**src/rtl/bin_to_bcd_seq.sv**
```systemverilog
// Sequential binary-to-BCD converter (shift-and-add-3). A conversion takes
// WIDTH shift cycles plus one DONE cycle; the result is held until the next one.
module bin_to_bcd_seq #(
  parameter int WIDTH  = 8,
  parameter int DIGITS = 3
) (
  input  logic                         clk,
  input  logic                         rst,
  input  logic                         start,
  input  logic [WIDTH-1:0]             bin,
  output logic                         busy,
  output logic                         done,
  output logic [4*DIGITS-1:0]          bcd,
  output logic [$clog2(DIGITS+1)-1:0]  ndigits
);

  localparam int BW  = 4 * DIGITS;
  localparam int SW  = BW + WIDTH;
  localparam int CW  = $clog2(WIDTH + 1);
  localparam int NDW = $clog2(DIGITS + 1);

  if (WIDTH < 4 || WIDTH > 32) begin : g_bad_width
    $error("bin_to_bcd_seq: WIDTH must be in 4..32");
  end

  typedef enum logic [1:0] {
    IDLE  = 2'd0,
    SHIFT = 2'd1,
    DONE  = 2'd2
  } state_t;

  state_t           state_q, state_d;
  logic [SW-1:0]    sr_q, sr_d;
  logic [CW-1:0]    cnt_q, cnt_d;
  logic [BW-1:0]    bcd_q, bcd_d;
  logic [NDW-1:0]   nd_q, nd_d;

  logic [SW-1:0]    adj;
  logic [SW-1:0]    shifted;
  logic [NDW-1:0]   nd_calc;
  logic             last_shift;

  // ---------------------------------------------------------------------------
  // FSM: state register
  // ---------------------------------------------------------------------------
  // NOTE: clocked state uses non-blocking (<=) so every register samples the
  // pre-edge values; blocking here would create order-dependent simulation.
  always_ff @(posedge clk) begin
    if (rst) state_q <= IDLE;
    else     state_q <= state_d;
  end

  assign last_shift = (state_q == SHIFT) && (cnt_q == CW'(WIDTH - 1));

  // FSM: next-state logic
  // NOTE: every combinational output gets a default first so no path can
  // leave it unassigned and infer a latch.
  always_comb begin
    state_d = state_q;
    unique case (state_q)
      IDLE:    if (start) state_d = SHIFT;
      SHIFT:   if (last_shift) state_d = DONE;
      DONE:    state_d = IDLE;
      default: state_d = IDLE;
    endcase
  end

  // FSM: outputs
  always_comb begin
    busy = 1'b0;
    done = 1'b0;
    unique case (state_q)
      IDLE:    busy = 1'b0;
      SHIFT:   busy = 1'b1;
      DONE: begin
        busy = 1'b1;
        done = 1'b1;
      end
      default: busy = 1'b0;
    endcase
  end

  // ---------------------------------------------------------------------------
  // Datapath: add-3 correction on every BCD field, then shift left by one.
  // ---------------------------------------------------------------------------
  always_comb begin
    adj = sr_q;
    for (int i = 0; i < DIGITS; i++) begin
      if (sr_q[WIDTH + 4*i +: 4] >= 4'd5)
        adj[WIDTH + 4*i +: 4] = sr_q[WIDTH + 4*i +: 4] + 4'd3;
    end
    shifted = {adj[SW-2:0], 1'b0};
  end

  // Highest non-zero digit wins; a zero result still reports one digit.
  always_comb begin
    nd_calc = NDW'(1);
    for (int i = 0; i < DIGITS; i++) begin
      if (shifted[WIDTH + 4*i +: 4] != 4'd0)
        nd_calc = NDW'(i + 1);
    end
  end

  always_comb begin
    sr_d  = sr_q;
    cnt_d = cnt_q;
    bcd_d = bcd_q;
    nd_d  = nd_q;
    unique case (state_q)
      IDLE: begin
        if (start) begin
          sr_d  = {{BW{1'b0}}, bin};
          cnt_d = '0;
        end
      end
      SHIFT: begin
        sr_d  = shifted;
        cnt_d = cnt_q + 1'b1;
        if (last_shift) begin
          bcd_d = shifted[SW-1 -: BW];
          nd_d  = nd_calc;
        end
      end
      default: ;
    endcase
  end

  // An aborted conversion must leave a zero result, so the result registers
  // are cleared along with the working registers.
  always_ff @(posedge clk) begin
    if (rst) begin
      sr_q  <= '0;
      cnt_q <= '0;
      bcd_q <= '0;
      nd_q  <= '0;
    end else begin
      sr_q  <= sr_d;
      cnt_q <= cnt_d;
      bcd_q <= bcd_d;
      nd_q  <= nd_d;
    end
  end

  assign bcd     = bcd_q;
  assign ndigits = nd_q;

endmodule

```
**config.mk**
```make
export PLATFORM = sky130hd
export DESIGN_NAME = bin_to_bcd_seq
export DESIGN_NICKNAME = d
export VERILOG_FILES = /design/src/rtl/bin_to_bcd_seq.sv
export SDC_FILE = /design/constraint.sdc
export NUM_CORES = 1
export LEC_CHECK = 0
export CORE_ASPECT_RATIO = 2
export CORE_MARGIN = 2
export CORE_UTILIZATION = 62
export DETAILED_ROUTE_END_ITERATION = 16
export DONT_BUFFER_PORTS = 1
export HOLD_SLACK_MARGIN = 0.02
export PLACE_DENSITY = 0.78
export SLEW_MARGIN = 40
export SYNTH_ARGS = -nofsm -noshare
export SYNTH_HDL_FRONTEND = slang
export SYNTH_SLANG_ARGS = --single-unit
```
**constraint.sdc**
```tcl
create_clock -name clk -period 2.2 [get_ports clk]
set_clock_uncertainty 0.2 [all_clocks]
set_input_delay 0.44 -clock clk [delete_from_list [all_inputs] [get_ports clk]]
set_output_delay 0.44 -clock clk [all_outputs]
set_load 0.03 [all_outputs]
```
Word-level counts from Yosys, hierarchy flattened
Index checks and enable logic that the tools add are counted.
{"block": "totals", "out_inout_bits": 16, "in_bits": 11, "elab_cells": 40, "register_bits": 40}
{"block": "classes", "eq_ne": 5, "magnitude_cmp": 3, "addsub": 4, "n_reduce_logical": 9, "n_mux": 14}
{"operator": "$pmux 20 s2", "n": 1}
{"operator": "$mux 20", "n": 1}
{"operator": "$ge 4x3->1 const B", "n": 3}
{"operator": "$mux 4", "n": 3}
{"operator": "$add 4x2->4 const B", "n": 2}
{"operator": "$mux 2", "n": 4}
{"operator": "$pmux 4 s2", "n": 1}
{"operator": "$reduce_bool 4->1", "n": 2}
{"operator": "$reduce_and 2->1", "n": 3}
{"operator": "$add 4x1->4 const B", "n": 1}
{"operator": "$eq 4x3->1 const B", "n": 1}
{"operator": "$ne 2x2->1 const B", "n": 2}
{"operator": "$pmux 2 s2", "n": 1}
{"operator": "$add 3x2->3 const B", "n": 1}
{"operator": "$mux 3", "n": 1}
{"operator": "$eq 2x1->1 const B", "n": 1}
{"operator": "$eq 2x2->1 const B", "n": 1}
{"operator": "$logic_not 2->1", "n": 1}
{"operator": "$mux 1", "n": 2}
{"operator": "$reduce_bool 2->1", "n": 1}
{"operator": "$reduce_or 2->1", "n": 1}
{"operator": "$logic_and 1x1->1", "n": 1}

Depth between registers and ports, before layout
Gate-level depths: netlist of the first run.
{"block": "depth", "depth_word": 5, "ltp_mapped": 8, "ltp_nobuf": 7}

Worst setup path before layout of the first run
OpenSTA, ideal clock, no wires.
{"block": "synth_path", "path_kind": "register -> register", "from": "register sr_q[13]", "to": "register nd_q[0] (netlist: ndigits[0])", "stages_incl_launch_ff": 8, "n_path_buf": 0, "arrival_time_ps": 1495, "path_slack_ps": 425, "setup_time_ps": 79, "period_less_slack_ps": 1775, "t_required_ps": 1921, "cell_sequence": "dfxtp_1 -> inv_1 -> ha_1 -> nand2b_1 -> a21oi_2 -> mux2i_1 -> nand3_1 -> a211oi_2"}
{"block": "synth_via", "elab_chain_cells": 5, "word_cells_on_any_way": 7, "classes_between": "1 x add/sub; 1 x order compare; 3 x mux; 2 x reduce/logical"}
{"element": "from (decl)", "line_no": "33", "rtl": "logic [SW-1:0] sr_q, sr_d;"}
{"element": "from (signal assigned)", "line_no": "137", "rtl": "sr_q <= sr_d;"}
{"element": "$add 4x2->4 or $ge 4x3->1 (tied branches)", "line_no": "90, 89"}
{"element": "$mux 4 *", "line_no": "89", "rtl": "if (sr_q[WIDTH + 4*i +: 4] >= 4'd5)"}
{"element": "$reduce_bool 4->1", "line_no": "99", "rtl": "if (shifted[WIDTH + 4*i +: 4] != 4'd0)"}
{"element": "$mux 2", "line_no": "99"}
{"element": "$mux 2 *", "line_no": "99"}
{"element": "to (signal assigned)", "line_no": "140", "rtl": "nd_q <= nd_d;"}
{"element": "to (decl)", "line_no": "36", "rtl": "logic [NDW-1:0] nd_q, nd_d;"}
Every way passes the cells marked *; elsewhere a longest branch is shown, timed or not.
A chain may end at the register's enable or synchronous reset.

Final worst setup path of the first run
{"block": "layout_path", "from": "register state_q[1]", "to": "register nd_q[1] (netlist: ndigits[1])"}
{"block": "layout_via", "elab_chain_cells": 3}
{"element": "from (decl)", "line_no": "32", "rtl": "state_t state_q, state_d;"}
{"element": "from (signal assigned)", "line_no": "50", "rtl": "else state_q <= state_d;"}
{"element": "$eq 2x1->1 *", "line_no": "53, 109"}
{"element": "$logic_and 1x1->1", "line_no": "53", "rtl": "assign last_shift = (state_q == SHIFT) && (cnt_q == CW'(WIDTH - 1));"}
{"element": "$reduce_and 2->1 (no line) *"}
Marks and branches as above.

==> results of run 1 <==
## cell usage after synthesis (2+ instances only)
cell / n
buf_4: 2
o21ai_0: 4
a22oi_1: 10
nand2b_1: 4
mux2i_1: 13
dfxtp_1: 40
nor2b_1: 2
ha_1: 10
buf_6: 2
a21oi_2: 2
xnor2_1: 3
clkbuf_1: 4
a211oi_2: 4
a21oi_1: 18
nor3_1: 6
inv_1: 8
buf_2: 3
nor2_1: 27
o21ai_2: 2
nand4_1: 2
nor3b_1: 6
nand2_1: 23
nand3_1: 3
a211oi_1: 8
o22ai_1: 2
## logic make-up after synthesis
family / after synthesis / synth area share (%)
compound gates: 56 / 20.3
xor+xnor: 3 / 1.30
fa+ha+maj: 10 / 6.21
buf+inv: 21 / 5.78
flops: 40 / 39.8
mux: 13 / 6.46
simple gates: 80 / 20.2
## routing by layer
layer	routed length, um	part of all wire [%]	GRT usage [%]	up-vias
met1	1560	37	25.4	731
met2	2280	55	44.7	51
li1	-	-	-	779
met3	194	4.6	5.38	15
met5	0	0	0	-
met4	144	3.4	13.8	0
## critical path, stage by stage (launching register included)
cell and delay, ps:
dfxtp_1 330, inv_1 80, ha_1 400, inv_2 140, nor2_8 280, and2_4 200
and3_4 190, a41oi_2 110
## through the flow
stage | total power, uW | hold slack, ps | instances | utilization [%]
after floorplan | 916 | 236 | 223 | -
after global placement | 910 | 246 | 244 | 63.6
after detailed placement | 918 | 248 | 244 | 63.6
after CTS | 1560 | 107 | 254 | 68.5
after global routing | 1610 | 108 | 254 | 68.6
final | 1560 | 112 | 254 | 68.6
## worst max-delay path by stage
stage                                  startpoint                      end  slack, ps  depth (start not counted)
after floorplan             sr_q[13]$_SDFFE_PP0P_  ndigits[0]$_SDFFE_PP0P_        430                          7
after detailed placement    sr_q[12]$_SDFFE_PP0P_  ndigits[0]$_SDFFE_PP0P_        150                          7
after global routing      state_q[1]$_SDFFE_PP0P_  ndigits[1]$_SDFFE_PP0P_          3                          7
final                     state_q[1]$_SDFFE_PP0P_  ndigits[1]$_SDFFE_PP0P_        140                          7
after global placement    state_q[1]$_SDFFE_PP0P_  ndigits[1]$_SDFFE_PP0P_        250                          7
after CTS                   sr_q[12]$_SDFFE_PP0P_  ndigits[0]$_SDFFE_PP0P_        140                          7
## cell type report
cell class / instances / area share (%)
Timing Repair Buffer: 4 / 2.10
Clock buffer: 6 / 3.86
Inverter: 9 / 1.58
Sequential cell: 40 / 37.4
Multi-Input combinational cell: 162 / 51.4
Tap cell: 31 / 1.81
Clock inverter: 2 / 1.81
## registers in the layout (all words and copies together) (netlist names)
register	count
sr_q	20
bcd	12
ndigits	2
state_q	2
cnt_q	4
## repair_timing
item / 4_1_cts / 5_1_grt
resized for setup: 0 / 1
endpoints found under the hold margin: 38 / 0
hold buffers: 2 / 0
setup endpoints to repair: 0 / 1
## power by group through the flow
stage,registers [uW],clock network [uW],logic [uW]
3_3_place_gp,775,0,135
2_1_floorplan,773,0,143
4_1_cts,759,645,159
3_5_place_dp,776,0,142
5_1_grt,763,677,176
6_report,760,638,160
==> results.toml, run 1 <==
[run_status]
status = "finished, final reports clean"

[cells_and_area]
antenna_cells = 0
drive_above_1_share_pct = 12.6
mostFrequentLayoutCell = "dfxtp_1"
multi_input_area_um2 = 1100
fillCellCount = 256
seqCellArea_um2 = 801
area_growth_pct = 6.27
fin_nets = 243
final_cell_mix = "40 x dfxtp_1, 27 x nor2_1, 23 x nand2_1"
design_area_um2 = 2140

[worst_hold_path]
min_path_type = "in2reg"
whs_path_depth = 2
min-delay-start = "start"
min_to = "sr_q[0]$_SDFFE_PP0P_"

[sta]
rsz0062_at_grt = "false"
clock.fmax_mhz = 486
maxSlewHeadroom_pct = 71.2
worst_slack_ps = 144
setup_viol = 0
drv_slew = 0
period_share_pct = 93.5
period_needed_ps = 2060
tightest_slew_ps = 432
hold_violations = 0
setup_tns_ps = 0

[clock_network]
htree_levels = 2
cts_sinks = 40
path_clk_slew_ps = 80
insertion_delay_ps = 300
cts_tree = "yes"
post_cts.repair.setup_buffers = 0
clk_path_buf_depth = 2
root_buffer = "clkbuf_8"
cts_buffers = 5

[global_routing]
antenna_found_initial = 0
gr-usage-all-layers_pct = 25.1
grt_max_degree = 39
grt_pass1_vias = 1568
globalRouteOverflowTotal = 0
grt_pass1_wl_um = 7040

[route]
vias = 1576
wl_per_cell_um = 16.4
first_pass_iters = 4
drtIter0Drc = 56
vias_per_cell = 6.20
drc = 0
drtAntennaViolNets = 0
wirelength_um = 4180

[yosys]
synth_cell_types = 40
yosysSeqAreaShare_pct = 39.8
synth_cells = 223
synth_top_area_share_pct = 39.8
postSynthAreaPerCell_um2 = 9.03
async_reset_ff_share_pct = 0
ys_warn_count = 0
synth_edf_count = 0
synthFlopType = "dfxtp_1"
ys_ff_latch = 40
synth_area_leader_cell = "dfxtp_1"
netlist_area_um2 = 2010
synth_area_leaders = "dfxtp_1 40%, mux2i_1 6.5%, ha_1 6.2%"
syn_nets = 244

[power_and_ir_drop]
p_seq_share_pct = 48.8
p_int_uw = 1180
power.density_cell_area_nw_per_um2 = 728
power.share.clock_pct = 41.0
p_sw_share_pct = 24.6
power.leakage_uw = 0.000837
vdd_drop_max_v = 0.000553
p_comb_share_pct = 10.3
p_switching_uw = 383

[placed_design]
port_buffers = 0
post-place-ws_ps = 148
dp_hpwl_um = 2940
placed_area_um2 = 1990
gp_congestion = 0.801

[setup_path]
startpoint_type = "register"
worst-r2r-setup-slack_ps = 140
worst_ep_arrival_time_ps = 2030
r2r_end = "ndigits[1]$_SDFFE_PP0P_"
required_ps = 2170
crit_path_end_kind = "register"
critPathMaxFanout = 19
reg2reg_depth = 7
path_class = "reg2reg"
rr_startpoint = "state_q[1]$_SDFFE_PP0P_"

[die]
start_util_pct = 64.6
core_area_um2 = 3120
row_count = 29
dieArea_um2 = 3750
top_level_ports = 27
die_w_um = 44.3
die_h_um = 84.6

[flow_run]
max_cap_viol_count = 0
No activity file was read; power rests on OpenSTA's default activity.
==> run 2: changes to the inputs <==
Settings changed: CORE_UTILIZATION 62 to 56, PLACE_DENSITY 0.78 to 0.74.
Clock period 2.2 ns to 1.75 ns, I/O delays scaled along.
==> results.toml, run 2 (synthesized netlist as in run 1, its figures left out) <==
[die]
start_util_pct = 59.0
die_h_um = 88.8
row_count = 30
core_area_um2 = 3420
top_level_ports = 27
die_w_um = 46.4
dieArea_um2 = 4120

[sta]
hold_violations = 0
tightest_slew_ps = 402
worst_slack_ps = -22.5
clock.fmax_mhz = 564
drv_slew = 0
period_needed_ps = 1770
maxSlewHeadroom_pct = 73.0
rsz0062_at_grt = "true"
period_share_pct = 101
setup_viol = 3

[setup_path]
worst_ep_arrival_time_ps = 1810
critPathTopFamily = "flip-flops"
critPathLaunch = "sr_q[12]$_SDFFE_PP0P_"
required_ps = 1790
startpoint_type = "register"
rr_startpoint = "sr_q[12]$_SDFFE_PP0P_"
reg2reg_depth = 8
cp_num_cells = 8
crit_path_end_kind = "register"
critPathSlowestCell = "dfxtp_4"
crit_chain = "inv_2, ha_4, nand2b_4, a21oi_4, buf_6, xnor2_1, a22oi_2, nor2_1"
worst-r2r-setup-slack_ps = -20
r2r_end = "sr_q[13]$_SDFFE_PP0P_"
critical_path_buf_inv_count = 2
crit_path_max_incr_delay_ps = 390
path_class = "reg2reg"
critPathMaxFanout = 5
crit_end = "sr_q[13]$_SDFFE_PP0P_"

[cells_and_area]
fillCellCount = 242
fin_nets = 269
final_cell_mix = "34 x dfxtp_1, 27 x nor2_1, 24 x buf_4"
fin_cells = 297
drive_above_1_share_pct = 34.9
multi_input_area_um2 = 1270
mostFrequentLayoutCell = "dfxtp_1"
largest_register = "sr_q"
antenna_cells = 0
post-route-util_pct = 74.1
seqCellArea_um2 = 811
area_growth_pct = 25.6
largest_reg_flops = 20

[clock_network]
cts_sinks = 40
root_buffer = "clkbuf_8"
path_clk_slew_ps = 80
cts_buffers = 5
htree_levels = 2
cts_tree = "yes"
insertion_delay_ps = 300
clk_path_buf_depth = 2

[power_and_ir_drop]
vdd_drop_max_v = 0.000612
power.leakage_uw = 0.000960
power.density_cell_area_nw_per_um2 = 727

[worst_hold_path]
min_path_type = "in2reg"
whs_path_depth = 2

[route]
met3_length_um = 200
drtIter0Drc = 72
vias_per_cell = 5.86
vias = 1741
drtAntennaViolNets = 0
m1WireLength_um = 1780
top_layer_used = "met4"
drc = 0
wirelength_um = 5030
wl_met2_um = 2920
wl_per_cell_um = 16.9
first_pass_iters = 4

[global_routing]
grt_max_degree = 41
grt_pass1_wl_um = 7340
gr-usage-all-layers_pct = 24.7
globalRouteOverflowTotal = 0
grt_pass1_vias = 1655
antenna_found_initial = 0

[placed_design]
port_buffers = 0
gp_congestion = 0.940
dp_hpwl_um = 3180
placedCellCount = 283

[run_status]
status = "finished, violations left"
violations = "negative setup slack"

[flow_run]
max_cap_viol_count = 0
==> run 2: cell types whose count changed in the layout (fill, tap and decap cells not counted), sizes merged <==
cell and change:
dlygate4sd3 -1, clkbuf -1, buf +26, bufinv -1, clkinv +2, o21a +1
==> run 2: routing by layer <==
layer | global-route usage, % | vias up
li1 | - | 834
met1 | 25.0 | 840
met2 | 43.8 | 54
met3 | 5.71 | 13
met4 | 13.2 | 0
met5 | 0 | -
==> run 2: how the worst min path moves through the flow <==
| stage | from | end | slack, ps |
|---|---|---|---|
| floorplan | sr_q[0]$_SDFFE_PP0P_ | sr_q[0]$_SDFFE_PP0P_ | 240 |
| global placement | rst | sr_q[3]$_SDFFE_PP0P_ | 220 |
| detailed placement | rst | sr_q[3]$_SDFFE_PP0P_ | 220 |
| CTS | rst | sr_q[3]$_SDFFE_PP0P_ | -110 |
| global route | start | sr_q[0]$_SDFFE_PP0P_ | 40 |
| finish | start | sr_q[0]$_SDFFE_PP0P_ | 20 |
==> run 2: where the power goes <==
group          switching, uW  total (uW)  internal (uW)
clock network            341         619            278
registers               16.2         952            936
logic                    152         269            117
total                    509        1840           1330
==> run 2: final cells by class <==
type,instances,share of cell area (%)
Sequential cell,40,32.0
Timing Repair Buffer,29,10.4
Inverter,9,1.53
Clock buffer,5,2.72
Multi-Input combinational cell,163,50.2
Tap cell,48,2.37
Clock inverter,3,0.742
==> run 2: through the flow <==
step / cell area (um2) / hold slack [ps] / power, uW / worst slack, ps / TNS (ps)
finish: 2530 / 16.4 / 1840 / -22.5 / -54.4
global route: 2530 / 36.4 / 1900 / -70.1 / -306
CTS: 2390 / -107 / 1810 / -35.0 / -72.6
detailed placement: 2200 / 219 / 1200 / -70.3 / -267
global placement: 2200 / 218 / 1190 / 9.58 / 0
floorplan: 2020 / 236 / 1150 / 3.70 / 0
==> run 2: what timing repair did <==
action | 4_1_cts | 5_1_grt
resized for setup | 19 | 24
buffers inserted | 3 | 1
endpoints found under the setup margin | 12 | 19
pin swaps | 5 | 9
endpoints found under the hold margin | 39 | 39
cloned | 0 | 1
==> run 3: changes to the inputs <==
Settings changed: CORE_UTILIZATION 56 to 62, PLACE_DENSITY 0.74 to 0.78.
Clock period 1.75 ns to 1.95 ns, I/O delays scaled along.
==> results.toml, run 3 (synthesized netlist as in run 1, its figures left out) <==
[run_status]
status = "finished, final reports clean"

[clock_network]
cts_sinks = 40
insertion_delay_ps = 300
root_buffer = "clkbuf_8"
cts_buffers = 5
cts_tree = "yes"
path_clk_slew_ps = 80
htree_levels = 2
clk_path_buf_depth = 2

[placed_design]
dp_hpwl_um = 3010
post-place-ws_ps = 11.7
gp_congestion = 0.850
port_buffers = 0

[sta]
drv_slew = 0
worst_slack_ps = 62.6
rsz0062_at_grt = "true"
maxSlewHeadroom_pct = 76.3
hold_ws_ps = 67.2
period_needed_ps = 1890
clock.fmax_mhz = 530
tightest_slew_ps = 355
hold_violations = 0
setup_viol = 0
period_share_pct = 96.8

[route]
drtIter0Drc = 39
vias_per_cell = 6.12
met3_length_um = 186
wl_per_cell_um = 16.5
drc = 0
wirelength_um = 4270
first_pass_iters = 4
drtAntennaViolNets = 0
wl_met2_um = 2310
top_layer_used = "met4"
vias = 1586
m1WireLength_um = 1630

[power_and_ir_drop]
power.leakage_uw = 0.000857
power.density_cell_area_nw_per_um2 = 714
vdd_drop_max_v = 0.000892

[setup_path]
required_ps = 1920
rr_startpoint = "sr_q[16]$_SDFFE_PP0P_"
worst-r2r-setup-slack_ps = 60
reg2reg_depth = 7
crit_path_end_kind = "register"
path_class = "reg2reg"
startpoint_type = "register"
critPathMaxFanout = 4
r2r_end = "ndigits[1]$_SDFFE_PP0P_"
worst_ep_arrival_time_ps = 1860

[die]
start_util_pct = 64.6
core_area_um2 = 3120
die_w_um = 44.3
row_count = 29
top_level_ports = 27
dieArea_um2 = 3750
die_h_um = 84.6

[worst_hold_path]
min_to = "sr_q[0]$_SDFFE_PP0P_"
whs_path_depth = 2
min-delay-start = "start"
min_path_type = "in2reg"

[global_routing]
globalRouteOverflowTotal = 0
antenna_found_initial = 0
grt_pass1_vias = 1637
grt_max_degree = 40
gr-usage-all-layers_pct = 25.6
grt_pass1_wl_um = 7270

[flow_run]
max_cap_viol_count = 0

[cells_and_area]
fin_nets = 249
final_cell_mix = "37 x dfxtp_1, 27 x nor2_1, 22 x nand2_1"
largest_register = "sr_q"
largest_reg_flops = 20
area_growth_pct = 9.63
antenna_cells = 0
mostFrequentLayoutCell = "dfxtp_1"
fillCellCount = 251
drive_above_1_share_pct = 21.5
run 3: cell types whose count changed in the layout (fill, tap and decap cells not counted), moves of 3 or more:
cell	previous run	this run
dfxtp_1	34	37
ha_4	4	0
ha_1	3	6
mux2i_1	9	12
inv_1	4	8
buf_4	24	8
run 3: worst max-delay path by stage:
stage	from	to	slack, ps	depth (start not counted)
after global routing	sr_q[9]$_SDFFE_PP0P_	ndigits[0]$_SDFFE_PP0P_	-50	7
after floorplan	sr_q[13]$_SDFFE_PP0P_	ndigits[0]$_SDFFE_PP0P_	180	7
final	sr_q[16]$_SDFFE_PP0P_	ndigits[1]$_SDFFE_PP0P_	60	7
after CTS	sr_q[13]$_SDFFE_PP0P_	ndigits[0]$_SDFFE_PP0P_	20	7
after global placement	sr_q[16]$_SDFFE_PP0P_	ndigits[1]$_SDFFE_PP0P_	120	7
after detailed placement	sr_q[13]$_SDFFE_PP0P_	ndigits[0]$_SDFFE_PP0P_	10	7
run 3: layout make-up:
class / count / area, um2 / area share [%]
Clock buffer: 5 / 68.8 / 3.12
Inverter: 9 / 33.8 / 1.53
Clock inverter: 2 / 12.5 / 0.567
Timing Repair Buffer: 10 / 100 / 4.53
Multi-Input combinational cell: 162 / 1150 / 52.1
Sequential cell: 40 / 805 / 36.4
Tap cell: 31 / 38.8 / 1.76
run 3: repair_timing:
action,4_1_cts,5_1_grt
endpoints found under the hold margin,39,0
hold buffers,1,0
buffers inserted,1,2
resized for setup,1,16
pin swaps,0,3
endpoints found under the setup margin,1,19
run 3: critical path, stage by stage (launching register included):
cell      delay [ps]
dfxtp_1          350
inv_1            110
ha_2             220
nand2b_1          90
a21oi_4          190
mux2i_1          260
and3_4           230
a41oi_2          110
run 3: metal layers:
layer | GRT usage, % | vias to the layer above
li1 | - | 790
met1 | 28.1 | 746
met2 | 43.6 | 39
met3 | 6.67 | 11
met4 | 12.4 | 0
met5 | 0 | -
run 3: stage by stage:
stage	utilization [%]	cell area (um2)	total power, uW	std cells	TNS (ps)
after detailed placement	65.0	2030	1050	248	0
after floorplan	-	2010	1030	223	0
after CTS	68.6	2140	1580	257	0
final	70.8	2210	1580	259	0
after global routing	70.8	2210	1650	259	-119
after global placement	65.0	2030	1040	248	0
run 3: where the power goes:
group	switching [uW]	leakage, uW	internal [uW]
Sequential	16.6	0.000326	842
Clock	284	0.0000400	242
Combinational	116	0.000491	76.2
